## src/rtl/readout_sequencer.sv

```systemverilog
// readout_sequencer: serializes pixel bytes MSB-first into a line shift register and pulses load per line
module readout_sequencer #(
    parameter int PIXELS_PER_LINE = 1024,
    parameter int LINES_PER_FRAME = 1024,
    localparam int PW = PIXELS_PER_LINE > 1 ? $clog2(PIXELS_PER_LINE) : 1,
    localparam int LW = LINES_PER_FRAME > 1 ? $clog2(LINES_PER_FRAME) : 1
) (
    input  logic          clk,
    input  logic          reset,
    input  logic          start,
    input  logic          abort,
    input  logic [7:0]    pix_data,
    input  logic          pix_valid,
    output logic          pix_ready,
    output logic          shift_in,
    output logic          shift_en,
    output logic          load,
    output logic          busy,
    output logic          line_done,
    output logic          frame_done,
    output logic [LW-1:0] line_count
);
    typedef enum logic [1:0] {IDLE, FETCH, SHIFT, LOAD} state_t;
    state_t state, state_nxt;
    logic [7:0] pix_byte;
    logic [2:0] bit_cnt;
    logic [PW-1:0] pix_cnt;
    logic last_pix, last_line, xfer;
    assign last_pix = pix_cnt == PW'(PIXELS_PER_LINE - 1);
    assign last_line = line_count == LW'(LINES_PER_FRAME - 1);
    assign xfer = pix_valid & pix_ready;
    // state register
    always_ff @(posedge clk or posedge reset)
        if (reset) state <= IDLE;
        else state <= state_nxt;
    // next state; abort overrides every other transition
    always_comb begin
        state_nxt = state;
        case (state)
            IDLE:    state_nxt = start ? FETCH : IDLE;
            FETCH:   state_nxt = xfer ? SHIFT : FETCH;
            SHIFT:   state_nxt = bit_cnt != 3'd0 ? SHIFT : last_pix ? LOAD : xfer ? SHIFT : FETCH;
            LOAD:    state_nxt = last_line ? IDLE : FETCH;
            default: state_nxt = IDLE;
        endcase
        if (abort) state_nxt = IDLE;
    end
    // outputs; the last bit slot of a non-final pixel also accepts the next byte for gapless shifting
    always_comb begin
        busy = state != IDLE;
        shift_en = state == SHIFT;
        shift_in = shift_en & pix_byte[bit_cnt];
        pix_ready = !abort && (state == FETCH || (shift_en && bit_cnt == 3'd0 && !last_pix));
        load = !abort && state == LOAD;
        line_done = load;
        frame_done = load && last_line;
    end
    // byte holding register plus bit, pixel and line counters
    always_ff @(posedge clk or posedge reset)
        if (reset) begin
            pix_byte <= '0;
            bit_cnt <= '0;
            pix_cnt <= '0;
            line_count <= '0;
        end else if (abort) begin
            pix_byte <= '0;
            bit_cnt <= '0;
            pix_cnt <= '0;
            line_count <= '0;
        end else begin
            case (state)
                IDLE: if (start) begin
                    pix_cnt <= '0;
                    line_count <= '0;
                end
                FETCH: if (xfer) begin
                    pix_byte <= pix_data;
                    bit_cnt <= 3'd7;
                end
                SHIFT: if (bit_cnt != 3'd0) bit_cnt <= bit_cnt - 3'd1;
                else if (!last_pix) begin
                    pix_cnt <= pix_cnt + PW'(1);
                    if (xfer) begin
                        pix_byte <= pix_data;
                        bit_cnt <= 3'd7;
                    end
                end
                LOAD: begin
                    pix_cnt <= '0;
                    line_count <= last_line ? '0 : line_count + LW'(1);
                end
                default: ;
            endcase
        end
endmodule

```

## config.mk

```make
export PLATFORM = sky130hd
export DESIGN_NAME = readout_sequencer
export DESIGN_NICKNAME = d
export VERILOG_FILES = /design/src/rtl/readout_sequencer.sv
export SDC_FILE = /design/constraint.sdc
export NUM_CORES = 1
export LEC_CHECK = 0
export BUFFER_PORTS_ARGS = -buffer_cell sky130_fd_sc_hd__buf_2
export CAP_MARGIN = 30
export CORE_AREA = 2 2 75 77
export CTS_CLUSTER_DIAMETER = 50
export DETAILED_ROUTE_END_ITERATION = 6
export DIE_AREA = 0 0 77 79
export GPL_ROUTABILITY_DRIVEN = 0
export MAX_ROUTING_LAYER = met4
export PLACE_DENSITY_LB_ADDON = 0.05
export REMOVE_ABC_BUFFERS = 1
export SKIP_CTS_REPAIR_TIMING = 1
export SYNTH_ARGS = -nofsm -noshare
export SYNTH_HDL_FRONTEND = slang
export SYNTH_SLANG_ARGS = --single-unit
```

## constraint.sdc

```tcl
create_clock -name clk -period 2.6 [get_ports clk]
set_input_delay 0.13 -clock clk [delete_from_list [all_inputs] [get_ports clk]]
set_output_delay 0.13 -clock clk [all_outputs]
set_load 0.01 [all_outputs]
```

After elaboration in Yosys (flattened, before gate mapping)

Index checks and enable logic that the tools add are counted.

Bitwise gates (word level): 2
Magnitude comparators: 1
Reductions and logical operators: 19
Mux-type cells: 27
Add/subtract/negate cells: 3
Equal/unequal tests: 9

Operators by type and width:

| cell                                                                         | count |
|---|---|
| 10-bit two-way mux                                                           | 6 |
| 8-bit two-way mux                                                            | 4 |
| 10-bit one-hot mux with 3 select lines                                       | 1 |
| 10-bit by 1-bit adder with 10-bit output, second input constant              | 2 |
| 10-bit == test, second input constant                                        | 2 |
| 10-bit one-hot mux with 2 select lines                                       | 1 |
| 8-bit one-hot mux with 2 select lines                                        | 1 |
| 3-bit two-way mux                                                            | 4 |
| 3-bit != test, second input constant                                         | 3 |
| 3-bit nonzero test                                                           | 3 |
| 2-bit two-way mux                                                            | 4 |
| 2-bit one-hot mux with 4 select lines                                        | 1 |
| 3-bit one-hot mux with 2 select lines                                        | 1 |
| 1-bit logical AND                                                            | 5 |
| 2-bit == test, second input constant                                         | 2 |
| 3-bit by 4-bit less-than comparator with 1-bit output, second input constant | 1 |
| 4-bit by 3-bit != test with 1-bit output, second input constant              | 1 |
| 2-bit AND reduction                                                          | 2 |
| 4-bit AND reduction                                                          | 1 |
| 4-bit nonzero test                                                           | 1 |
| 1-bit binary-select mux with 3-bit select                                    | 1 |
| 3-bit logical NOT                                                            | 1 |
| 1-bit two-way mux                                                            | 3 |
| 3-bit AND reduction                                                          | 1 |
| other kinds (7)                                                              | 9 |

Word-level logic and storage cells: 66
Input port bits: 13
Output and inout bits: 17
Register bits after elaboration: 33

Depth between registers and ports, before layout

Gate-level depths: netlist (run 1).

Word-level depth: 11
Mapped depth: 8
Mapped depth without buffers: 7

Worst setup path before layout (run 1)

Ideal clock, no wire load.

Path kind: reg-to-reg
From: register state[0]
To: register pix_byte[0]
Buffers on the path: 1
Data arrival time: 2,032 ps
Stages on the path, launching flop included: 8
Clock period less this slack: 2,156 ps
Slack: 444 ps
Cell sequence: dfrtp_1 inv_1 ha_1 clkbuf_1 or2b_4 o31a_1 o22ai_4 mux2_2

Cells in the longest elaborated chain, start to end: 11
Elaborated cells between the ends (all ways): 16
Classes of those cells: 4 x eq/ne; 5 x mux; 1 x bitwise; 6 x reduce/logical

RTL lines:

| what                                  | RTL line | text |
|---|---|---|
| start: declaration                    | 24       | `state_t state, state_nxt;` |
| start signal: assignment              | 35       | `else state <= state_nxt;` |
| 2-bit == test *                       | 51       | `shift_en = state == SHIFT;` |
| via shift_en                          | 16       | `output logic shift_en,` |
| 1-bit logical AND (2 in series)       | 53       | `pix_ready = !abort && (state == FETCH \|\| (shift_en && bit_cnt == 3'd0 && !last_pix));` |
| 1-bit logical OR                      | 53       |  |
| 1-bit logical AND                     | 53       |  |
| 1-bit bitwise AND                     | 31       | `assign xfer = pix_valid & pix_ready;` |
| 8-bit two-way mux (3 in series)       | -        |  |
| 8-bit one-hot mux with 2 select lines | 71       | `case (state)` |
| 8-bit two-way mux                     | 65       | `end else if (abort) begin` |
| end signal: assignment                | 77       | `pix_byte <= pix_data;` |
| end signal: assignment                | 84       | `pix_byte <= pix_data;` |
| end: declaration                      | 25       | `logic [7:0] pix_byte;` |

Mark *: on every way through the listed nets, which the timed path passes. The rest lies on a longest branch. The select of a mux whose other input is x is not followed.
A chain may end at the register's enable or synchronous reset.

Worst setup path after layout (run 1)

From: register state[0]
To: register pix_byte[0]

Cells in the longest elaborated chain, start to end: 11
Elaborated cells between the ends (all ways): 16
Classes of those cells: 4 x eq/ne; 5 x mux; 1 x bitwise; 6 x reduce/logical

RTL lines:

| what                                  | RTL line |
|---|---|
| 2-bit == test                         | 51, 71 |
| 1-bit logical AND (2 in series)       | 53 |
| 1-bit logical OR                      | 53 |
| 1-bit logical AND                     | 53 |
| 1-bit bitwise AND                     | 31 |
| 8-bit two-way mux (3 in series)       | - |
| 8-bit one-hot mux with 2 select lines | 71 |
| 8-bit two-way mux                     | 65 |

Several ways; a longest one is shown, not always the timed one. The select of a mux whose other input is x is not followed.

==> metrics.md, run 1 <==
| Metric | Value |
|---|---|
| Largest fanout on the critical path | 8 |
| Final Slew Violations | 0 |
| DR iter-0 viols | 65 |
| Via/cell ratio | 5.02 |
| YS warnings | 0 |
| Fin Clk Skew | 5.74 ps |
| Kind of critical path | reg -> reg |
| Critical Path RT | 2770 ps |
| Clk slew on worst S/H paths | 70 ps |
| H-tree depth | 2 |
| Die Ht | 79 um |
| Cell Rows | 27 |
| Post-route clock period utilization | 0.799 |
| Placed Cells | 311 |
| Post-synthesis instance area | 2030 um2 |
| Reg2reg setup slack | 520 ps |
| Max-cap viol count | 0 |
| Syn Inst Count | 211 |
| Vias in the first global route | 1,579 |
| Final Critical Period | 2080 ps |
| Clk sinks | 33 |
| Final TNS setup | 0 ps |
| CP arrival | 2250 ps |
| Slew headroom | 0.691 |
| IO Port Bufs | 29 |
| Worst-Skew Late Latency | 280 ps |
| Die X | 77 um |
| Area delta synth->final | 18.5% |
| Antenna violations before repair | 0 |
| Post-synth EDFFs | 0 |
| Pre-antenna DRT Iters | 5 |
| Main synth FF type | dfrtp_1 |
| Initial Util | 0.380 |
| Ys async rst share | 1.00 |
| CTS Buf Count | 5 |
| IR Drop Worst-Case VDD | 0.275 mV |
| # DRC | 0 |
| Detail Route Antenna Nets | 0 |
| Routed len/inst | 13.1 um |
| DP HPWL | 3080 um |
| Clock Root Buffer | clkbuf_8 |
| Cell Count, Final, Fillers Out | 320 |
| CTS max path bufs | 2 |
| Pwr dens | 504 nW/um2 |
| Final hold violation count | 0 |
| CTS tree | yes |
| # setup viols final | 0 |
| Maximum clock rate | 481 MHz |
| GRT Total Usage | 0.159 |
| Layout cells sized above 1 | 0.262 |
| Avg Cell Area, Syn | 9.60 um2 |
| # nets final | 269 |
| Actual slew at the worst max-slew pin | 464 ps |
| Largest net degree at the start of global routing | 34 |
| Pleak | 0.00108 uW |
| Unrepaired setup endpoints after global routing | no |
| Die area | 6080 um2 |
| IO Count | 30 |
| Min-Delay Path Class | in -> reg |
| Drt total wl | 4210 um |
| # diodes | 0 |
| Startpoint type of the worst setup path | flop |
| Fin Hold WS | 146 ps |
| Global-route wire length before repair | 7600 um |
| Synth unique cells | 50 |
| Vias | 1,606 |
| Crit end category | flop |
| Register area share after synthesis | 0.408 |
| Status | complete, no violations |
| #FFs+latches synth | 33 |
| Core footprint | 5340 um2 |
| GR Overflow Total | 0 |
==> cells in the mapped netlist (2+ instances only) <==
library cell   n  area (um2)
o21ai_0       10        50.1
inv_1          8        30.0
nand2_1       15        56.3
clkbuf_1       5        18.8
nor2b_1       14        87.6
o211ai_1       2        15.0
ha_1           9         113
mux4_2         2        45.0
mux2_2         8        90.1
o22ai_1        2        12.5
a21o_2         2        17.5
nand4_1        2        12.5
nand3_1        9        45.0
nor2_1        28         105
dfrtp_1       33         826
xor2_1         2        17.5
and3_2         2        15.0
a311oi_1       2        17.5
nand2b_1       4        25.0
a211oi_1       3        22.5
a21oi_1        7        35.0
nor3_1         5        25.0
xnor2_1        9        78.8
o2111ai_1      2        17.5
==> routing by layer <==
| metal | wire length (um) | track usage |
|---|---|---|
| met2 | 1950 | 0.249 |
| met5 | 0 | - |
| met1 | 2070 | 0.212 |
| met4 | 42 | 0.0482 |
| met3 | 137 | 0.0307 |
==> through the flow <==
| stage | power (uW) | util | setup WS, ps | cell area [um2] |
|---|---|---|---|---|
| floorplan | 659 | - | 520 | 1990 |
| global placement | 716 | 0.426 | 511 | 2270 |
| detailed placement | 714 | 0.426 | 499 | 2270 |
| CTS | 1230 | 0.448 | 488 | 2390 |
| global route | 1270 | 0.450 | 326 | 2400 |
| finish | 1210 | 0.450 | 522 | 2400 |
==> kinds of logic (layout without fill, tap and decap cells) <==
kind of cell / Yosys count / count (layout) / share of synthesized area
XOR/XNOR: 11 / 11 / 0.0476
multiplexers: 11 / 11 / 0.0716
AND/OR/NAND/NOR: 89 / 89 / 0.227
AO/OA/AOI/OAI: 43 / 43 / 0.161
adder cells (fa/ha/maj): 9 / 9 / 0.0556
flip-flops: 33 / 33 / 0.408
buffers and inverters: 15 / 52 / 0.0303
==> final timing paths <==
| kind | to | depth (start not counted) | startpoint |
|---|---|---|---|
| worst max-delay path | pix_byte[0] | 6 | state[0] |
| worst min-delay path | state[0] | 3 | start |
| worst max register to register | pix_byte[0] | 6 | state[0] |
| worst min register to register | pix_byte[5] | 1 | pix_byte[5] |
| max in group asynchronous | line_count[3] | 4 | reset |
| min in group asynchronous | pix_cnt[4] | 4 | reset |
==> cell type report <==
type                       count  area (um2)
clock buffer                   7        86.3
clock inverter                 1        30.0
tap                           72        90.1
multi-input combinational    163        1140
fill                         551        2940
inverter                       8        30.0
sequential                    33         826
timing repair buffer          36         200
==> report_power, final <==
part | leakage [uW] | total, uW | switching [uW] | internal (uW)
Combinational | 0.000567 | 161 | 89.7 | 71.1
Clock | 0.0000585 | 508 | 195 | 313
Sequential | 0.000451 | 542 | 11.8 | 530
==> state kept, by name, indices dropped and copies added, names as in the netlist <==
signal,cells
pix_cnt,10
bit_cnt,3
state,2
line_count,10
pix_byte,8
==> critical path, cell delays in order (launching register included) <==
cell and delay (ps):
dfrtp_1 400, inv_1 110, ha_1 300, or2b_4 340, o31a_1 140, o22ai_4 300, mux2_2 380
==> cells in the final DEF, fill, tap and decap left out, types with 2 or more instances in the layout <==
cell type,instances
nand2b_1,4
nand2_1,15
dfrtp_1,33
nor2b_1,14
a21oi_1,7
nand4_1,2
inv_1,8
a311oi_1,2
xnor2_1,9
buf_4,6
xor2_1,2
nor3_1,5
mux2_2,8
and3_2,2
o2111ai_1,2
nand3_1,9
o211ai_1,2
clkbuf_8,6
mux4_2,2
o21ai_0,10
a211oi_1,3
a21o_2,2
o22ai_1,2
nor2_1,28
ha_1,9
buf_2,29
Note: power is estimated with default switching activity, not from simulation.
==> run 2: changes to the inputs <==
==> constraint.sdc (replaced) <==
create_clock -name clk -period 1.7 [get_ports clk]
set_input_delay 0.085 -clock clk [delete_from_list [all_inputs] [get_ports clk]]
set_output_delay 0.085 -clock clk [all_outputs]
set_load 0.01 [all_outputs]
==> run 2 against run 1 <==
Against the previous run:
- the flow now finishes with violations (setup timing)
- non-clock buffer count increased by 55
- via count is 15% higher
- clock power up 19%
- critical path type unchanged
- critical endpoint is now pix_cnt[7]
- highest routed layer unchanged
==> metrics.md, run 2 (synthesized netlist as in run 1, its figures left out) <==
| Metric | Value |
|---|---|
| Status | finished with violations |
| Violated checks | setup timing |
| Startpoint type of the worst setup path | flop |
| IO Port Bufs | 29 |
| Most frequent cells in the layout | buf_4, dfrtp_1, buf_2 |
| Worst-Skew Late Latency | 280 ps |
| Worst path max stage delay | 390 ps |
| Detail Route Antenna Nets | 0 |
| Post-route cell area | 3030 um2 |
| Initial Util | 0.380 |
| Unrepaired setup endpoints after global routing | yes |
| Commonest non-fill, non-tap cell in the layout | buf_4 |
| Core Util, Final | 0.568 |
| Die area | 6080 um2 |
| Met2 routed WL | 2370 um |
| Actual slew at the worst max-slew pin | 434 ps |
| Final Slew Violations | 0 |
| DP HPWL | 3470 um |
| Die Ht | 79 um |
| CTS Buf Count | 5 |
| Layout cells sized above 1 | 0.487 |
| Area delta synth->final | 49.7% |
| Vias | 1,843 |
| Max-cap viol count | 0 |
| Kind of critical path | reg -> reg |
| Wire length on met3 | 175 um |
| CP top delay family | compound AO/OA/AOI/OAI gates |
| GR Overflow Total | 0 |
| Antenna violations before repair | 0 |
| Regs by FF count | line_count: 10 flops, pix_cnt: 10 flops, pix_byte: 8 flops |
| # DRC | 0 |
| Via/cell ratio | 4.93 |
| IO Count | 30 |
| Pwr dens | 613 nW/um2 |
| DR iter-0 viols | 64 |
| Filler instances | 511 |
| Max Used Layer | met4 |
| # setup viols final | 11 |
| Final TNS setup | -1390 ps |
| Final Critical Period | 1850 ps |
| WL met1 | 2430 um |
| Drt total wl | 5020 um |
| Critical Path RT | 1910 ps |
| Crit end category | flop |
| Vias in the first global route | 1,796 |
| GRT Total Usage | 0.173 |
| Largest fanout on the critical path | 6 |
| Cell Rows | 27 |
| DP Area | 2590 um2 |
| Pleak | 0.00138 uW |
| Slew headroom | 0.711 |
| # diodes | 0 |
| Min-Delay Path Class | in -> reg |
| Clk slew on worst S/H paths | 70 ps |
| Clk sinks | 33 |
| Pre-antenna DRT Iters | 5 |
| IR Drop Worst-Case VDD | 0.342 mV |
| Global-route wire length before repair | 8220 um |
| CP arrival | 2060 ps |
| Post-route clock period utilization | 1.09 |
| CTS max path bufs | 2 |
| Worst path bufs/invs | 1 |
| Core footprint | 5340 um2 |
| CP Cell Sequence | ha_2 -> and3_4 -> a31oi_4 -> buf_4 -> o2111ai_2 -> or3_1 -> a21oi_1 |
| # nets final | 324 |
| Die X | 77 um |
| H-tree depth | 2 |
| Clock Root Buffer | clkbuf_8 |
| Fin Clk Skew | 5.46 ps |
| Slowest CP cell | dfrtp_1 |
| Largest net degree at the start of global routing | 34 |
| Final hold violation count | 0 |
| Routed len/inst | 13.4 um |
| CTS tree | yes |
| Maximum clock rate | 541 MHz |
| Fin worst setup slack | -150 ps |
run 2: cell count changes in the layout (fill, tap and decap cells not counted), sizes merged:
cell	before	now
buf	35	90
bufinv	1	0
run 2: final cells by class:
class / count / area [um2] / area share
repair buffers: 91 / 656 / 0.216
well taps: 72 / 90.1 / 0.0297
flip-flops and latches: 33 / 827 / 0.273
clock buffers: 7 / 86.3 / 0.0285
multi-input cells: 163 / 1340 / 0.443
inverters: 8 / 30.0 / 0.00991
run 2: path summary, 6_finish.rpt:
kind                              from       endpoint  slack (ps)  cells past startpoint
max reg2reg                 pix_cnt[1]     pix_cnt[7]        -150                      7
max                         pix_cnt[1]     pix_cnt[7]        -150                      7
min in group asynchronous        reset     pix_cnt[6]         440                      4
max in group asynchronous        reset  line_count[4]         930                      4
min reg2reg                pix_byte[5]    pix_byte[5]         510                      1
min                              start       state[0]         110                      3
run 2: tightest hold or removal path, stage by stage:
cell and delay (ps):
buf_2 110, nor2b_1 110, nor3_1 50
run 2: layer usage:
metal | GRT usage | up-vias
li1 | - | 927
met1 | 0.233 | 867
met2 | 0.270 | 43
met3 | 0.0341 | 6
met4 | 0.0482 | 0
met5 | - | -
run 2: report_power, final:
| part | switching (uW) | internal (uW) | leakage (uW) |
|---|---|---|---|
| Sequential | 16.5 | 811 | 0.000449 |
| Clock | 283 | 321 | 0.0000443 |
| Combinational | 194 | 233 | 0.000886 |
run 2: per-stage QoR:
stage	hold slack (ps)	total power (uW)	setup slack (ps)	instances
floorplan	151	1010	-380	204
global placement	204	1160	-205	353
detailed placement	206	1160	-231	353
CTS	-106	1780	-242	360
global route	149	1960	-219	374
finish	115	1860	-150	374
